## src/rtl/ascii_bcd_decoder_if.sv

```systemverilog
// Character-stream handshake between an ASCII source and the BCD decoder.
`timescale 1ns/1ps
interface ascii_bcd_decoder_if;
    logic [7:0] char_i;
    logic       char_valid_i;
    logic       char_ready_o;

    modport master (
        output char_i,
        output char_valid_i,
        input  char_ready_o
    );

    modport slave (
        input  char_i,
        input  char_valid_i,
        output char_ready_o
    );
endinterface

```

## src/rtl/ascii_bcd_decoder.sv

```systemverilog
// ASCII-to-BCD decoder: collects up to three digits, commits them on CR/space.
// Optional idle timeout inside a partial number is enabled with DEC_TIMEOUT_EN.
`timescale 1ns/1ps
module ascii_bcd_decoder #(
    parameter logic [7:0] TERM_CHAR      = 8'h0D,
    parameter logic [7:0] SEP_CHAR       = 8'h20,
    parameter int         TIMEOUT_CYCLES = 1000000
) (
    input  logic                 clk,
    input  logic                 reset,
    ascii_bcd_decoder_if.slave   ch,
    output logic [3:0]           out_BCD1,
    output logic [3:0]           out_BCD2,
    output logic [3:0]           out_BCD3,
    output logic [1:0]           num_digits_o,
    output logic                 num_valid_o,
    output logic                 err_o,
    output logic                 busy_o
);

    typedef enum logic [1:0] {
        S_IDLE,
        S_ACCUM,
        S_COMMIT,
        S_DISCARD
    } state_t;

    state_t      state_reg, state_next;
    logic [3:0]  w_reg      [3];
    logic [3:0]  w_next     [3];
    logic [3:0]  bcd_reg    [3];
    logic [3:0]  bcd_next   [3];
    logic [1:0]  cnt_reg, cnt_next;
    logic [1:0]  digits_reg, digits_next;
    logic        num_valid_reg, num_valid_next;
    logic        err_reg, err_next;

    logic        ready;
    logic        accept;
    logic        is_digit;
    logic        is_term;
    logic        timeout_hit;

    assign ready    = (state_reg != S_COMMIT);
    assign accept   = ch.char_valid_i && ready;
    assign is_digit = (ch.char_i >= 8'h30) && (ch.char_i <= 8'h39);
    assign is_term  = (ch.char_i == TERM_CHAR) || (ch.char_i == SEP_CHAR);

`ifdef DEC_TIMEOUT_EN
    localparam int TMR_W = $clog2(TIMEOUT_CYCLES + 1);

    logic [TMR_W-1:0] timer_reg, timer_next;

    // Counts idle ACCUM cycles; the edge that would bring it to TIMEOUT_CYCLES aborts the number.
    always_comb begin
        timer_next = '0;
        if (state_reg == S_ACCUM && !accept) begin
            timer_next = (timer_reg == TMR_W'(TIMEOUT_CYCLES)) ? timer_reg : timer_reg + 1'b1;
        end
    end

    assign timeout_hit = (state_reg == S_ACCUM) && !accept
                         && (timer_reg == TMR_W'(TIMEOUT_CYCLES - 1));

    always_ff @(posedge clk) begin
        if (reset) begin
            timer_reg <= '0;
        end else begin
            timer_reg <= timer_next;
        end
    end
`else
    assign timeout_hit = 1'b0;

    // TIMEOUT_CYCLES is kept so both builds share one parameter list.
    if (TIMEOUT_CYCLES < 1) begin : g_timeout_unused
    end
`endif

    always_comb begin
        state_next     = state_reg;
        cnt_next       = cnt_reg;
        digits_next    = digits_reg;
        num_valid_next = 1'b0;
        err_next       = 1'b0;
        for (int i = 0; i < 3; i++) begin
            w_next[i]   = w_reg[i];
            bcd_next[i] = bcd_reg[i];
        end

        case (state_reg)
            S_IDLE: begin
                if (accept) begin
                    if (is_digit) begin
                        w_next[2]  = 4'd0;
                        w_next[1]  = 4'd0;
                        w_next[0]  = ch.char_i[3:0];
                        cnt_next   = 2'd1;
                        state_next = S_ACCUM;
                    end else if (!is_term) begin
                        err_next   = 1'b1;
                        state_next = S_DISCARD;
                    end
                end
            end

            S_ACCUM: begin
                if (accept) begin
                    if (is_digit) begin
                        if (cnt_reg != 2'd3) begin
                            w_next[2] = w_reg[1];
                            w_next[1] = w_reg[0];
                            w_next[0] = ch.char_i[3:0];
                            cnt_next  = cnt_reg + 2'd1;
                        end else begin
                            err_next   = 1'b1;
                            state_next = S_DISCARD;
                        end
                    end else if (is_term) begin
                        state_next = S_COMMIT;
                    end else begin
                        err_next   = 1'b1;
                        state_next = S_DISCARD;
                    end
                end else if (timeout_hit) begin
                    for (int i = 0; i < 3; i++) begin
                        w_next[i] = 4'd0;
                    end
                    cnt_next   = 2'd0;
                    err_next   = 1'b1;
                    state_next = S_IDLE;
                end
            end

            S_COMMIT: begin
                for (int i = 0; i < 3; i++) begin
                    bcd_next[i] = w_reg[i];
                    w_next[i]   = 4'd0;
                end
                digits_next    = cnt_reg;
                num_valid_next = 1'b1;
                cnt_next       = 2'd0;
                state_next     = S_IDLE;
            end

            S_DISCARD: begin
                if (accept && is_term) begin
                    state_next = S_IDLE;
                end
            end

            default: begin
                state_next = S_IDLE;
            end
        endcase
    end

    always_ff @(posedge clk) begin
        if (reset) begin
            state_reg     <= S_IDLE;
            cnt_reg       <= 2'd0;
            digits_reg    <= 2'd0;
            num_valid_reg <= 1'b0;
            err_reg       <= 1'b0;
            for (int i = 0; i < 3; i++) begin
                w_reg[i]   <= 4'd0;
                bcd_reg[i] <= 4'd0;
            end
        end else begin
            state_reg     <= state_next;
            cnt_reg       <= cnt_next;
            digits_reg    <= digits_next;
            num_valid_reg <= num_valid_next;
            err_reg       <= err_next;
            for (int i = 0; i < 3; i++) begin
                w_reg[i]   <= w_next[i];
                bcd_reg[i] <= bcd_next[i];
            end
        end
    end

    logic [3:0] bcd_out [3];

    for (genvar gi = 0; gi < 3; gi++) begin : g_bcd_out
        assign bcd_out[gi] = bcd_reg[gi];
    end

    assign out_BCD1        = bcd_out[0];
    assign out_BCD2        = bcd_out[1];
    assign out_BCD3        = bcd_out[2];
    assign num_digits_o    = digits_reg;
    assign num_valid_o     = num_valid_reg;
    assign err_o           = err_reg;
    assign busy_o          = (state_reg != S_IDLE);
    assign ch.char_ready_o = ready;

endmodule

```

## src/flat_wrapper.sv

```systemverilog
// flat-port wrapper written by rule: the top's interface ports become plain ports
module ascii_bcd_decoder_flat 
#(
    parameter logic [7:0] TERM_CHAR      = 8'h0D,
    parameter logic [7:0] SEP_CHAR       = 8'h20,
    parameter int         TIMEOUT_CYCLES = 1000000
)
  (clk, reset, out_BCD1, out_BCD2, out_BCD3, num_digits_o, num_valid_o, err_o, busy_o, ch_char_i, ch_char_valid_i, ch_char_ready_o);
  ascii_bcd_decoder_if ch_i ();
  input  logic clk;
  input  logic reset;
  output logic [3:0] out_BCD1;
  output logic [3:0] out_BCD2;
  output logic [3:0] out_BCD3;
  output logic [1:0] num_digits_o;
  output logic num_valid_o;
  output logic err_o;
  output logic busy_o;
  input wire logic [$bits(ch_i.char_i)-1:0] ch_char_i;
  input wire logic [$bits(ch_i.char_valid_i)-1:0] ch_char_valid_i;
  output wire logic [$bits(ch_i.char_ready_o)-1:0] ch_char_ready_o;
  assign ch_i.char_i = ch_char_i;
  assign ch_i.char_valid_i = ch_char_valid_i;
  assign ch_char_ready_o = ch_i.char_ready_o;
  ascii_bcd_decoder #(.TERM_CHAR(TERM_CHAR), .SEP_CHAR(SEP_CHAR), .TIMEOUT_CYCLES(TIMEOUT_CYCLES)) u_core (.clk(clk), .reset(reset), .ch(ch_i), .out_BCD1(out_BCD1), .out_BCD2(out_BCD2), .out_BCD3(out_BCD3), .num_digits_o(num_digits_o), .num_valid_o(num_valid_o), .err_o(err_o), .busy_o(busy_o));
endmodule
```

## config.mk

```make
export PLATFORM = sky130hd
export DESIGN_NAME = ascii_bcd_decoder_flat
export DESIGN_NICKNAME = d
export VERILOG_FILES = /design/src/rtl/ascii_bcd_decoder_if.sv /design/src/rtl/ascii_bcd_decoder.sv /design/src/flat_wrapper.sv
export SDC_FILE = /design/constraint.sdc
export NUM_CORES = 1
export LEC_CHECK = 0
export BUFFER_PORTS_ARGS = -buffer_cell sky130_fd_sc_hd__buf_2
export CAP_MARGIN = 20
export CORE_MARGIN = 2
export CORE_UTILIZATION = 52
export DETAILED_ROUTE_END_ITERATION = 10
export PLACE_DENSITY = 0.84
export SYNTH_ARGS = -nofsm -noshare
export SYNTH_HDL_FRONTEND = slang
export SYNTH_SLANG_ARGS = --single-unit
```

## constraint.sdc

```tcl
create_clock -name clk -period 2.73 [get_ports clk]
set_clock_uncertainty 0.15 [all_clocks]
set_input_delay 0.1365 -clock clk [delete_from_list [all_inputs] [get_ports clk]]
set_output_delay 0.1365 -clock clk [all_outputs]
set_load 0.01 [all_outputs]
```

==> impl_metrics.env <==
export IMPL_synth_top_area_share_pct=47.85
export IMPL_drv_slew=0
export IMPL_yosysWarningCount=0
export IMPL_worstSetupPathType="reg -> reg"
export IMPL_antenna_found_initial=0
export IMPL_drt_iter0_markers=10
export IMPL_wl_per_cell_um=13.86
export IMPL_fin_util_pct=65.19
export IMPL_clk_path_buf_depth=2
export IMPL_clk_latency_ns=0.32
export IMPL_synth_top_cells_by_count="32 x dfxtp_1, 19 x nor2_1, 16 x mux2i_1, 12 x a22o_1, 5 x ha_1"
export IMPL_r2r_start="u_core.state_reg[0]"
export IMPL_grt_pass1_vias=959
export IMPL_cp_data_required_time_ns=2.85
export IMPL_worstRegToRegCells=7
export IMPL_port_buffers=28
export IMPL_cts_buffers=5
export IMPL_path_max_fanout=14
export IMPL_critPathBufInv=2
export IMPL_cp_endpoint="u_core.w_reg[0][11]"
export IMPL_setup_viol=0
export IMPL_seqPwrFrac_pct=44.2
export IMPL_clock_root_buffer="clkbuf_4"
export IMPL_drc=0
export IMPL_slowest_stage="a21oi_1"
export IMPL_tightestPinTransition_ns=1.016
export IMPL_hold_class="in -> reg"
export IMPL_dieArea_um2=2996
export IMPL_path_clk_slew_ns=0.10
export IMPL_n_fill_cell=200
export IMPL_synth_flop_cell="dfxtp_1"
export IMPL_finalCritPeriodShare_pct=88.83
export IMPL_syn_area_um2=1339
export IMPL_postSynthCellCount=127
export IMPL_synth_net_count=143
export IMPL_hold_buffers=4
export IMPL_post_cts_buffers=0
export IMPL_ys_top_cells_by_area="dfxtp_1 48%, mux2i_1 12%, a22o_1 7.9%"
export IMPL_grt_pass1_wl_um=4236
export IMPL_peakVddDrop_mv=0.4504
export IMPL_vias=1079
export IMPL_rsz0062_at_grt="no"
export IMPL_syn_to_final_growth_pct=19.53
export IMPL_path_delay_family="compound AO/OA/AOI/OAI gates"
export IMPL_r2r_slack_ns=0.31
export IMPL_place_hpwl_um=1896
export IMPL_drive_gt1_share_pct=26.54
export IMPL_clock_sinks=32
export IMPL_fin_cells=192
export IMPL_rows=18
export IMPL_status="complete, no violations"
export IMPL_ys_seq_area_share_pct=47.85
export IMPL_grt_max_degree=23
export IMPL_ys_seq_elements=32
export IMPL_cts_resized=0
export IMPL_routabilityCongestion=0.8455
export IMPL_die_y_um=54.74
export IMPL_num_antenna_cells=0
export IMPL_yosysTopAreaCell="dfxtp_1"
export IMPL_io_pin_count=29
export IMPL_dp_cells=180
export IMPL_slowest_delay_ns=0.82
export IMPL_via_per_inst=5.620
export IMPL_p_leak_uw=0.0007075
export IMPL_track_usage_pct=20.25
export IMPL_slew_limit_headroom_pct=32.25
export IMPL_fin_crit_ns=2.425
export IMPL_synth_most_common_cell="dfxtp_1"
export IMPL_floorplan_initialDensity_pct=54.54
export IMPL_routed_wl_um=2661
export IMPL_p_comb_share_pct=33.3
export IMPL_path_depth=7
export IMPL_power_share_clock_pct=22.5
export IMPL_fin_nets=177
export IMPL_dieWidth_um=54.74
export IMPL_core_area_um2=2455
export IMPL_cts_tree="yes"
export IMPL_p_int_uw=815.8
export IMPL_cts_max_level=2
export IMPL_rr_endpoint="u_core.w_reg[0][11]"
export IMPL_setup_tns_ns=0
export IMPL_gr_total_overflow=0
export IMPL_crit_start="u_core.state_reg[0]"
export IMPL_switching_share_pct=33.68
export IMPL_syn_mean_instance_area_um2=10.54
export IMPL_hold_viol=0
export IMPL_crit_top_cell="inv_1"
export IMPL_synth_cell_types=34
export IMPL_cp_cell_sequence="inv_1 -> ha_1 -> inv_1 -> a41oi_1 -> o22ai_1 -> a21oi_1 -> a22o_1"
export IMPL_worstSetupStartpointType="flip-flop"
export IMPL_first_pass_iters=4
export IMPL_synthArstFlopShare_pct=0
export IMPL_ant_nets=0
export IMPL_cp_arrival_ns=2.55
export IMPL_synth_edff_count=0
export IMPL_switchingPower_uw=414.3
export IMPL_fmax_mhz=412.4
export IMPL_setup_worst_path_end_class="flip-flop"
export IMPL_drv_cap=0
export IMPL_power_per_cell_area_nw_per_um2=768.7
-- power groups by stage --
stage	Combinational, uW	Sequential (uW)	Clock [uW]
6_report	410	544	276
3_5_place_dp	400	555	0
5_1_grt	452	552	305
4_1_cts	406	544	285
2_1_floorplan	300	551	0
3_3_place_gp	381	552	0
-- cells in the final DEF, fill, tap and decap left out, types with 2 or more instances in the layout --
master         synthesis  layout
a21oi_1                3       3
a32o_1                 2       2
clkinv_2               0       2
inv_1                  4       4
mux2i_1               16      16
or3_1                  2       2
buf_2                  2      28
clkbuf_4               0       5
ha_1                   5       5
o21ai_0                2       2
nor2_1                19      19
nand2b_1               2       2
dlygate4sd3_1          0       4
nor2b_1                3       3
dfxtp_1               32      32
a22o_1                12      12
-- how the worst min path moves through the flow --
stage | startpoint | endpoint | slack (ns) | cells past startpoint
5_1_grt | reset | u_core.bcd_reg[0][6] | 0.08 | 2
3_5_place_dp | ch_char_i[0] | u_core.w_reg[0][0] | 0.23 | 2
4_1_cts | reset | u_core.bcd_reg[0][11] | 0.07 | 2
2_1_floorplan | ch_char_i[1] | u_core.w_reg[0][1] | 0.11 | 1
6_report | reset | u_core.num_valid_o | 0.07 | 2
3_3_place_gp | ch_char_i[0] | u_core.w_reg[0][0] | 0.23 | 2
-- logic make-up after synthesis --
family / share of synthesized area (%)
flops: 47.85
simple gates: 16.45
fa+ha+maj: 4.673
compound gates: 15.23
buf+inv: 2.990
mux: 12.80
-- area by class of cell --
cell class	instances	area [um2]	share of cell area, %
Sequential cell	32	640.6	40.03
Tap cell	30	37.54	2.346
Multi-Input combinational cell	85	658.1	41.13
Timing Repair Buffer	33	187.7	11.73
Clock inverter	2	10.01	0.6255
Clock buffer	6	51.30	3.206
Inverter	4	15.01	0.9382
-- worst register-to-register path, stage by stage, from the launching register on --
cell and delay, ns:
dfxtp_1 0.34, inv_1 0.10, ha_1 0.23, inv_1 0.08, a41oi_1 0.24, o22ai_1 0.13
a21oi_1 0.82, a22o_1 0.28
-- stage by stage --
| stage | hold WS, ns | worst slack, ns | instance area [um2] | total power [uW] |
|---|---|---|---|---|
| final | 0.07432 | 0.3050 | 1600 | 1230 |
| after floorplan | 0.1120 | 0.6944 | 1339 | 851.3 |
| after global routing | 0.07605 | 0.1021 | 1600 | 1309 |
| after global placement | 0.2279 | 0.5434 | 1499 | 932.5 |
| after CTS | 0.07466 | 0.3233 | 1600 | 1235 |
| after detailed placement | 0.2321 | 0.3637 | 1499 | 954.6 |
-- metal layers --
layer / up-vias / global-route usage (%) / part of all wire [%]
met3: 9 / 7.104 / 5.3
met4: 0 / 11.25 / 2.6
met5: - / 0 / 0
met2: 35 / 31.15 / 46
met1: 505 / 24.37 / 46
li1: 530 / - / -
Power figures use the tool's default switching activity.
